===== src/rtl/uart_rx_fifo.sv =====
// UART receiver: majority-vote oversampling, 5-8 data bits, optional parity,
// 1/2 stop bits, break detection, FWFT character FIFO and RTS flow control.
module uart_rx_fifo #(
  parameter int unsigned OVERSAMPLE = 16,
  parameter int unsigned FIFO_DEPTH = 16,
  parameter int unsigned RTS_LEVEL  = 12
) (
  input  logic                          clk,
  input  logic                          rst,
  input  logic                          rx_tick,
  input  logic [1:0]                    data_bit_num_i,
  input  logic                          parity_en_i,
  input  logic                          parity_type_i,
  input  logic                          stop_bit_num_i,
  input  logic                          host_read_data_i,
  input  logic                          clear_err_i,
  input  logic                          rx_i,
  output logic                          rts_n_o,
  output logic                          rx_valid_o,
  output logic [31:0]                   rx_data_o,
  output logic                          parity_error_o,
  output logic                          framing_error_o,
  output logic                          break_o,
  output logic                          overrun_o,
  output logic [$clog2(FIFO_DEPTH):0]   fifo_level_o
);

  localparam int unsigned CW = $clog2(OVERSAMPLE);
  localparam int unsigned AW = $clog2(FIFO_DEPTH);
  localparam int unsigned LW = AW + 1;

  localparam logic [CW-1:0] SMP0  = CW'(OVERSAMPLE / 2 - 1);
  localparam logic [CW-1:0] SMP1  = CW'(OVERSAMPLE / 2);
  localparam logic [CW-1:0] SMP2  = CW'(OVERSAMPLE / 2 + 1);
  localparam logic [CW-1:0] CLAST = CW'(OVERSAMPLE - 1);

  typedef enum logic [2:0] {IDLE, START, DATA, PARITY, STOP, WAIT_HIGH} state_t;

  typedef struct packed {
    logic       brk;
    logic       frm;
    logic       par;
    logic [7:0] data;
  } entry_t;

  state_t          state, state_d;
  logic [1:0]      sync;
  logic            rx_s, rx_prev, fall;
  logic [CW-1:0]   cnt;
  logic [2:0]      bit_idx;
  logic            stop_idx;
  logic [7:0]      shreg;
  logic            smp0, smp1, par_bit, frm_err;
  logic [1:0]      cfg_bits;
  logic            cfg_pen, cfg_ptype, cfg_stop2;
  logic            at_s0, at_s1, at_s2, at_end, maj;
  logic            last_bit, last_stop, zero_so_far, brk_c, done_c, perr_c;
  logic            push;
  entry_t          push_entry;

  entry_t          mem [FIFO_DEPTH];
  logic [AW-1:0]   wr_ptr, rd_ptr;
  logic [LW-1:0]   level;
  logic            full, empty, pop, wr_en, drop;
  entry_t          head;

  assign rx_s   = sync[1];
  assign fall   = rx_prev & ~rx_s;
  assign at_s0  = rx_tick && (cnt == SMP0);
  assign at_s1  = rx_tick && (cnt == SMP1);
  assign at_s2  = rx_tick && (cnt == SMP2);
  assign at_end = rx_tick && (cnt == CLAST);
  assign maj    = (smp0 & smp1) | (smp0 & rx_s) | (smp1 & rx_s);

  assign last_bit    = (bit_idx == (3'(cfg_bits) + 3'd4));
  assign last_stop   = (stop_idx == cfg_stop2);
  assign zero_so_far = (shreg == 8'h00) && !(cfg_pen && par_bit);
  assign brk_c       = (state == STOP) && !stop_idx && at_s2 && !maj && zero_so_far;
  assign done_c      = (state == STOP) && at_s2 && last_stop && !brk_c;
  assign perr_c      = cfg_pen && (par_bit != (cfg_ptype ? ^shreg : ~^shreg));

  // Receive FSM next-state
  always_comb begin
    state_d = state;
    unique case (state)
      IDLE:      if (fall) state_d = START;
      START: begin
        if (at_s2 && maj)  state_d = IDLE;
        else if (at_end)   state_d = DATA;
      end
      DATA:      if (at_end && last_bit) state_d = cfg_pen ? PARITY : STOP;
      PARITY:    if (at_end) state_d = STOP;
      STOP: begin
        if (brk_c)         state_d = WAIT_HIGH;
        else if (done_c)   state_d = IDLE;
      end
      WAIT_HIGH: if (at_end && rx_s) state_d = IDLE;
      default:   state_d = IDLE;
    endcase
  end

  always_ff @(posedge clk or posedge rst) begin
    if (rst) state <= IDLE;
    else     state <= state_d;
  end

  // Synchroniser, bit timing and frame assembly
  always_ff @(posedge clk or posedge rst) begin
    if (rst) begin
      sync       <= 2'b11;
      rx_prev    <= 1'b1;
      cnt        <= '0;
      bit_idx    <= '0;
      stop_idx   <= 1'b0;
      shreg      <= '0;
      smp0       <= 1'b1;
      smp1       <= 1'b1;
      par_bit    <= 1'b0;
      frm_err    <= 1'b0;
      cfg_bits   <= 2'b11;
      cfg_pen    <= 1'b0;
      cfg_ptype  <= 1'b0;
      cfg_stop2  <= 1'b0;
      push       <= 1'b0;
      push_entry <= '0;
    end else begin
      sync    <= {sync[0], rx_i};
      rx_prev <= rx_s;
      push    <= brk_c | done_c;

      if (state == IDLE)                           cnt <= '0;
      else if (state == WAIT_HIGH && !rx_s)        cnt <= '0;
      else if (state_d == WAIT_HIGH && state == STOP) cnt <= '0;
      else if (rx_tick)                            cnt <= (cnt == CLAST) ? '0 : cnt + CW'(1);

      if (at_s0) smp0 <= rx_s;
      if (at_s1) smp1 <= rx_s;

      if (state == IDLE && fall) begin
        cfg_bits  <= data_bit_num_i;
        cfg_pen   <= parity_en_i;
        cfg_ptype <= parity_type_i;
        cfg_stop2 <= stop_bit_num_i;
        shreg     <= '0;
        bit_idx   <= '0;
        stop_idx  <= 1'b0;
        frm_err   <= 1'b0;
        par_bit   <= 1'b0;
      end

      if (state == DATA && at_s2)   shreg[bit_idx] <= maj;
      if (state == DATA && at_end)  bit_idx <= bit_idx + 3'd1;
      if (state == PARITY && at_s2) par_bit <= maj;
      if (state == STOP && at_s2 && !maj) frm_err <= 1'b1;
      if (state == STOP && at_end)  stop_idx <= 1'b1;

      if (brk_c)       push_entry <= '{brk: 1'b1, frm: 1'b1, par: 1'b0, data: 8'h00};
      else if (done_c) push_entry <= '{brk: 1'b0, frm: frm_err | ~maj, par: perr_c, data: shreg};
    end
  end

  assign full  = (level == LW'(FIFO_DEPTH));
  assign empty = (level == '0);
  assign pop   = host_read_data_i && !empty;
  assign wr_en = push && (!full || pop);
  assign drop  = push && full && !pop;

  always_ff @(posedge clk) begin
    if (wr_en) mem[wr_ptr] <= push_entry;
  end

  // FIFO pointers, level, sticky overrun and RTS
  always_ff @(posedge clk or posedge rst) begin
    if (rst) begin
      wr_ptr    <= '0;
      rd_ptr    <= '0;
      level     <= '0;
      overrun_o <= 1'b0;
      rts_n_o   <= 1'b1;
    end else begin
      if (wr_en) wr_ptr <= wr_ptr + AW'(1);
      if (pop)   rd_ptr <= rd_ptr + AW'(1);
      if (wr_en && !pop)      level <= level + LW'(1);
      else if (pop && !wr_en) level <= level - LW'(1);
      if (drop)             overrun_o <= 1'b1;
      else if (clear_err_i) overrun_o <= 1'b0;
      rts_n_o <= (level >= LW'(RTS_LEVEL));
    end
  end

  assign head            = mem[rd_ptr];
  assign rx_valid_o      = !empty;
  assign rx_data_o       = empty ? 32'h0 : 32'(head.data);
  assign parity_error_o  = !empty && head.par;
  assign framing_error_o = !empty && head.frm;
  assign break_o         = !empty && head.brk;
  assign fifo_level_o    = level;

endmodule


===== config.mk =====
export PLATFORM = sky130hd
export DESIGN_NAME = uart_rx_fifo
export DESIGN_NICKNAME = d
export VERILOG_FILES = /design/src/rtl/uart_rx_fifo.sv
export SDC_FILE = /design/constraint.sdc
export NUM_CORES = 1
export LEC_CHECK = 0
export ABC_AREA = 1
export CAP_MARGIN = 10
export CORE_ASPECT_RATIO = 1.2
export CORE_UTILIZATION = 51
export DETAILED_ROUTE_END_ITERATION = 7
export GPL_ROUTABILITY_DRIVEN = 0
export PLACE_DENSITY = 0.69
export SYNTH_ARGS = -nofsm -noshare
export SYNTH_HDL_FRONTEND = slang
export SYNTH_SLANG_ARGS = --single-unit

===== constraint.sdc =====
create_clock -name clk -period 2.96 [get_ports clk]
set_input_delay 0.444 -clock clk [delete_from_list [all_inputs] [get_ports clk]]
set_output_delay 0.444 -clock clk [all_outputs]
set_load 0.005 [all_outputs]

==> results of run 1 <==
[cells in the mapped netlist, drive strengths merged (8+ instances only)]
cell type / n
a21oi: 18
buf: 55
clkbuf: 10
dfrtp: 50
dfstp: 8
edfxtp: 176
ha: 17
inv: 57
nand2: 318
nand3: 171
nor2: 52
o21ai: 37
[layer usage]
layer	part of all wire, %	up-vias	global-route usage, %
met4	1.5	0	6.240
met1	41	3383	29.47
met2	50	271	38.55
met3	7.4	24	3.152
li1	-	3445	-
met5	0	-	0
[how the worst min path moves through the flow]
stage | cells past startpoint | to | startpoint
6_report | 0 | sync[1] | sync[0]
5_1_grt | 1 | sync[0] | rx_i
2_1_floorplan | 0 | sync[1] | sync[0]
3_5_place_dp | 0 | sync[1] | sync[0]
4_1_cts | 1 | sync[0] | rx_i
3_3_place_gp | 0 | sync[1] | sync[0]
[kinds of logic after synthesis]
kind of cell	count (synthesis)	share of synthesized area, %
buffers and inverters	122	6.023
other	1	0.03610
AND/OR/NAND/NOR	555	22.97
flip-flops	234	64.95
XOR/XNOR	10	0.8432
AO/OA/AOI/OAI	59	2.939
adder cells (fa/ha/maj)	18	2.240
[registers in the layout, summed over array words and instances, names as in the netlist, 2 cells and up]
signal	flops
bit_idx	3
cfg_bits	2
cnt	4
fifo_level_o	5
mem	176
push_entry	11
rd_ptr	4
shreg	8
state	3
sync	2
wr_ptr	4
[power by group through the flow]
stage | Sequential, mW | Clock [mW] | Combinational, mW
2_1_floorplan | 3.72 | 0 | 1.61
3_3_place_gp | 3.77 | 0 | 2.48
3_5_place_dp | 3.77 | 0 | 2.50
4_1_cts | 3.71 | 2.69 | 2.64
5_1_grt | 3.74 | 2.81 | 3.19
6_report | 3.73 | 2.65 | 2.95
[metrics by stage]
stage	instance area, um2	cells	util (%)	TNS, ns	setup WS [ns]
6_report	11940	1329	60.44	0	0.06496
5_1_grt	11940	1329	60.44	-0.06528	-0.01984
4_1_cts	11720	1320	59.31	0	0.01418
3_5_place_dp	10970	1275	55.51	0	0.3298
3_3_place_gp	10970	1275	55.51	0	0.4257
2_1_floorplan	10470	1022	-	0	0.7381
[timing repair]
| action | 4_1_cts | 5_1_grt |
|---|---|---|
| cloned | 2 | 6 |
| gates resized for setup | 6 | 28 |
| pin swaps | 0 | 3 |
| hold buffers | 0 | 0 |
| setup endpoints to repair | 11 | 10 |
| buffers inserted | 2 | 4 |
[cell type report]
cell class | instances | area share (%)
Clock inverter | 6 | 0.2095
Timing Repair Buffer | 68 | 6.506
Clock buffer | 35 | 5.448
Timing Repair inverter | 2 | 0.1467
Sequential cell | 234 | 56.53
Tap cell | 261 | 2.734
Inverter | 57 | 1.896
Multi-Input combinational cell | 666 | 26.53
[placed cells by master, fill, tap and decap left out, types with 2 or more instances in the layout]
master	instances
a21oi_1	11
a21oi_2	7
buf_12	5
buf_16	2
buf_4	26
buf_6	2
clkbuf_1	9
clkbuf_16	27
clkbuf_8	3
clkdlybuf4s50_1	22
clkinv_1	4
clkinv_2	2
conb_1	24
dfrtp_1	48
dfstp_2	8
dlymetal6s2s_1	6
edfxtp_1	176
ha_1	17
inv_1	52
inv_2	4
nand2_1	313
nand2_2	4
nand3_1	163
nand3_2	7
nand3b_1	2
nand4_1	4
nor2_1	48
nor2_2	2
nor2_4	2
nor3_1	7
o21ai_0	26
o21ai_1	10
o22ai_1	2
xnor2_1	3
xor2_1	7
[critical path, delay by kind of cell, from the launching register on]
family	cells	cell delay, ns
AND/OR/NAND/NOR	5	0.44
AO/OA/AOI/OAI	1	0.16
buffers and inverters	3	0.80
flip-flops	1	0.56
==> qor.csv, run 1 <==
stage,metric,value,unit
run_status,status,"complete, no violations",
final_layout,area taken by multi-input logic gates,0.003168,mm2
setup_path,critical path cell sequence,clkinv_8 > buf_12 > nand2_1 > nand3_1 > nand3_1 > nand2_1 > nand2_1 > a21oi_2 > clkdlybuf4s50_1,
setup_path,CP max stage cell,dfrtp_4,
power,logic gate share of total power,31.6,%
final_layout,Fillers,1640,
yosys,Yosys warning count,0,
power,fraction of power consumed by sequential logic,40.0,%
yosys,top post-synthesis cells by area,"edfxtp_1, dfrtp_1, nand2_1",
yosys,cell area after synthesis,0.01039,mm2
setup_path,data arrival time of the worst path,2.45,ns
clocking,Inserted Clock Buffers,23,
yosys,Synth cell types,35,
power,Pleak,5.041,nW
setup_path,Worst Path Required,2.52,ns
final_layout,area delta synth->final,14.97,%
setup_path,Critical Path Start,rd_ptr[0],
setup_path,crit path to,rx_data_o[1],
grt,largest net degree at the start of global routing,47,
power,switching portion of total power,32.47,%
sta,Slew Limit Fails,0,
yosys,Synth Register Bits,234,
grt,number of global-route vias before repair,6793,
floorplanning,Die Width,132.3,um
yosys,syn_area_per_cell,10.40,um2
floorplanning,Die Area,0.02094,mm2
grt,first-pass GRT wire length,35920,um
clocking,clk_lat worst skew,0.50,ns
routing,number of routed nets with antenna violations,0,
sta,Fmax,345.4,MHz
grt,initial antenna violation count,0,
power,maximum VDD drop,0.4898,mV
final_layout,flip-flop and latch area,0.006751,mm2
setup_path,"slowest stage delay, CP",0.56,ns
routing,DR WL/cell,17.75,um
final_layout,fin nets,1081,
clocking,H-Tree Depth,1,
grt,Tot GR Track Use,22.23,%
sta,Slew headroom,49.97,%
sta,final hold violations,0,
final_layout,share of layout cells above drive strength 1,10.30,%
routing,Detailed Routing Iterations Pass 1,5,
flow_run,max-cap viol count,0,
clocking,Clock Tree Buf Depth,3,
floorplanning,initial core utilization,52.57,%
routing,DRC Markers,0,
clocking,Clock Sinks,234,
routing,Starting DRT DRC Count,696,
sta,skew final,0.009852,ns
yosys,cell taking the most area after synthesis,edfxtp_1,
place,post-DP HPWL,14150,um
routing,routed wire length,23580,um
setup_path,reg-to-reg endpoint,fifo_level_o[4],
setup_path,slack of the worst reg-to-reg path,0.41,ns
yosys,post-synthesis cell count,999,
sta,worst-margin pin slew,0.7505,ns
yosys,"EDFF count, synth",176,
power,Overall Power,9.332,mW
setup_path,Crit Path Class,reg2out,
yosys,ys flop type,edfxtp_1,
sta,Final period util,97.81,%
routing,vias after detailed routing,7123,
setup_path,crit-path max FO,15,
sta,final setup fails,0,
setup_path,most used cell along the critical path,nand2_1,
yosys,share of flip-flops with an asynchronous set or reset,24.79,%
floorplanning,Core ar.,0.01976,mm2
floorplanning,row count,56,
floorplanning,Ports,54,
setup_path,FF-to-FF Start,fifo_level_o[0],
clocking,TritonCTS clock tree,built,
place,IO Port Bufs,29,
power,Clk pwr share,28.4,%
power,Pwr Density,781.4,mW/mm2
sta,RSZ-0062 raised after global routing,true,
power,P_sw,3.030,mW
yosys,post-synth top area share,50.88,%
sta,Tmin final,2.895,ns
setup_path,CP startpoint kind,flop,
setup_path,worst r2r path cells,14,
hold_path,Hold Crit Class,reg2reg,
routing,vias per cell,5.360,
grt,Overflow after GRT,0,
yosys,"Seq/Total Area, Yosys",64.95,%
power,Power Internal,6.302,mW
clocking,Root Buffer,clkbuf_16,
clocking,clock slew at reported path FFs,0.06,ns
final_layout,# diodes,0,
sta,Worst Hold Slack,0.3556,ns
setup_path,Setup crit end kind,output pin,
floorplanning,die height,158.3,um
Power figures use the tool's default switching activity.
==> run 2, diff against run 1 <==
DONT_BUFFER_PORTS = 1   (was default)
PLACE_DENSITY = 0.66   (was 0.69)
==> run 2 against run 1 <==
  * Worst hold slack worse by 0.33 ns
  * Combinational power is 26% lower
  * Cell area is 5.4% lower
  * Global-route usage is 0.22 points lower
  * Core utilization is 3.3 points lower
  * Die area stayed put
  * Via count is 4.0% lower
  * Largest power group unchanged
  * Highest routed layer unchanged
==> qor.csv, run 2 (synthesized netlist as in run 1, its figures left out) <==
stage,metric,value,unit
run_status,status,"complete, no violations",
sta,Fmax,369.4,MHz
sta,Final period util,91.47,%
grt,Overflow after GRT,0,
power,maximum VDD drop,0.4738,mV
final_layout,flip-flop and latch area,0.006749,mm2
sta,Setup Total Neg Slack,0,ns
sta,worst-margin pin slew,1.155,ns
setup_path,Setup crit end kind,output pin,
clocking,H-Tree Depth,1,
final_layout,share of layout cells above drive strength 1,7.360,%
clocking,clock slew at reported path FFs,0.06,ns
setup_path,CP max stage cell,inv_2,
setup_path,"slowest stage delay, CP",0.53,ns
final_layout,area taken by multi-input logic gates,0.003102,mm2
setup_path,Crit Path Class,reg2out,
final_layout,max FFs per register,176,
grt,Tot GR Track Use,22.01,%
sta,final setup fails,0,
routing,vias after detailed routing,6835,
setup_path,"CP delay by family, top",buffers and inverters,
sta,skew final,0.01012,ns
final_layout,area delta synth->final,8.757,%
flow_run,max-cap viol count,0,
sta,final hold violations,0,
routing,number of routed nets with antenna violations,0,
final_layout,"commonest non-fill, non-tap cell in the layout",nand2_1,
floorplanning,Core ar.,0.01976,mm2
floorplanning,Ports,54,
setup_path,Worst Path Required,2.52,ns
setup_path,CP startpoint kind,flop,
floorplanning,die height,158.3,um
final_layout,Fillers,1679,
grt,initial antenna violation count,0,
final_layout,# diodes,0,
setup_path,crit-path max FO,33,
routing,DRC Markers,0,
routing,Detailed Routing Iterations Pass 1,5,
sta,Worst Hold Slack,0.02314,ns
floorplanning,Die Width,132.3,um
grt,first-pass GRT wire length,35110,um
routing,vias per cell,5.340,
clocking,Clock Sinks,234,
floorplanning,row count,56,
final_layout,most frequent cells in the layout,"nand2_1, edfxtp_1, nand3_1, inv_1",
setup_path,Worst Path Buf+Inv,2,
final_layout,"Most flops, register",mem,
place,IO Port Bufs,0,
power,Pwr Density,760.7,mW/mm2
routing,DR WL/cell,17.53,um
sta,Tmin final,2.707,ns
clocking,Clock Tree Buf Depth,3,
power,Overall Power,8.593,mW
sta,Slew headroom,22.74,%
power,Pleak,4.678,nW
final_layout,top flop regs,"mem: 176 flops, push_entry: 11 flops, shreg: 8 flops",
floorplanning,Die Area,0.02094,mm2
final_layout,Finished Core Util,57.17,%
clocking,post-cts resize count,0,
setup_path,data arrival time of the worst path,2.26,ns
final_layout,fin nets,1033,
sta,Slew Limit Fails,0,
sta,RSZ-0062 raised after global routing,false,
clocking,TritonCTS clock tree,built,
place,placed inst area,0.01057,mm2
routing,Starting DRT DRC Count,658,
clocking,Root Buffer,clkbuf_16,
setup_path,critical path cell sequence,inv_2 > buf_4 > nand3_1 > nand3_1 > nand2_1 > nand2_1 > a21oi_1,
grt,largest net degree at the start of global routing,91,
floorplanning,initial core utilization,52.57,%
final_layout,design area,0.01130,mm2
clocking,clk_lat worst skew,0.52,ns
routing,routed wire length,22440,um
hold_path,Hold Crit Class,in2reg,
clocking,Inserted Clock Buffers,24,
place,post-DP HPWL,13790,um
grt,number of global-route vias before repair,6514,
==> run 2: cell count changes in the layout (fill, tap and decap cells not counted), sizes merged <==
cell           change
buf               -16
dlygate4sd3        +2
dlymetal6s2s       -6
clkbuf             -7
clkdlybuf4s50     -22
inv                -1
dlygate4sd2        -1
clkinvlp           +1
clkinv             +1
==> run 2: through the flow <==
step / std cells / worst slack [ns]
detailed placement: 1237 / 0.4626
CTS: 1280 / 0.2079
floorplan: 1022 / 0.7381
finish: 1280 / 0.2526
global placement: 1237 / 0.5287
global route: 1280 / 0.08862
==> run 2: final timing paths <==
check                      cells past startpoint  slack (ns)         startpoint         endpoint
max                                            7        0.25          rd_ptr[1]     rx_data_o[0]
max in group asynchronous                      3        1.73                rst      cfg_bits[1]
min reg2reg                                    0        0.36            sync[0]          sync[1]
max reg2reg                                   14        0.47    fifo_level_o[0]  fifo_level_o[4]
min in group asynchronous                      2        0.35                rst           cnt[1]
min                                            2        0.02  data_bit_num_i[1]      cfg_bits[1]
==> run 2: layer usage <==
metal	vias to the layer above	track usage (%)	part of all wire, %
li1	3340	-	-
met1	3277	28.26	43
met2	176	38.30	49
met3	42	3.470	5.7
met4	0	7.608	2.6
met5	-	0	0
==> run 2: final cells by class <==
type,count,area share (%)
Sequential cell,234,59.74
Multi-Input combinational cell,666,27.46
Clock buffer,32,5.770
Tap cell,261,2.891
Inverter,57,1.916
Timing Repair Buffer,21,1.772
Clock inverter,9,0.4541
==> run 2: repair_timing <==
item / 4_1_cts / 5_1_grt
endpoints found under the hold margin: 13 / 0
buffers inserted: 0 / 0
hold buffers: 2 / 0
==> run 2: worst reg2reg max path: cells and delay by family, from the launching register on <==
family | cells | cell delay, ns
adder cells (fa/ha/maj) | 2 | 0.51
flip-flops | 1 | 0.45
AND/OR/NAND/NOR | 7 | 0.75
AO/OA/AOI/OAI | 2 | 0.22
XOR/XNOR | 1 | 0.15
buffers and inverters | 2 | 0.33
==> run 2: where the power goes <==
| part | internal [mW] | switching (mW) | leakage [nW] |
|---|---|---|---|
| Clock | 1.54 | 1.20 | 0.341 |
| Combinational | 0.648 | 1.53 | 1.61 |
| Sequential | 3.58 | 0.0973 | 2.73 |
| Total | 5.77 | 2.82 | 4.68 |
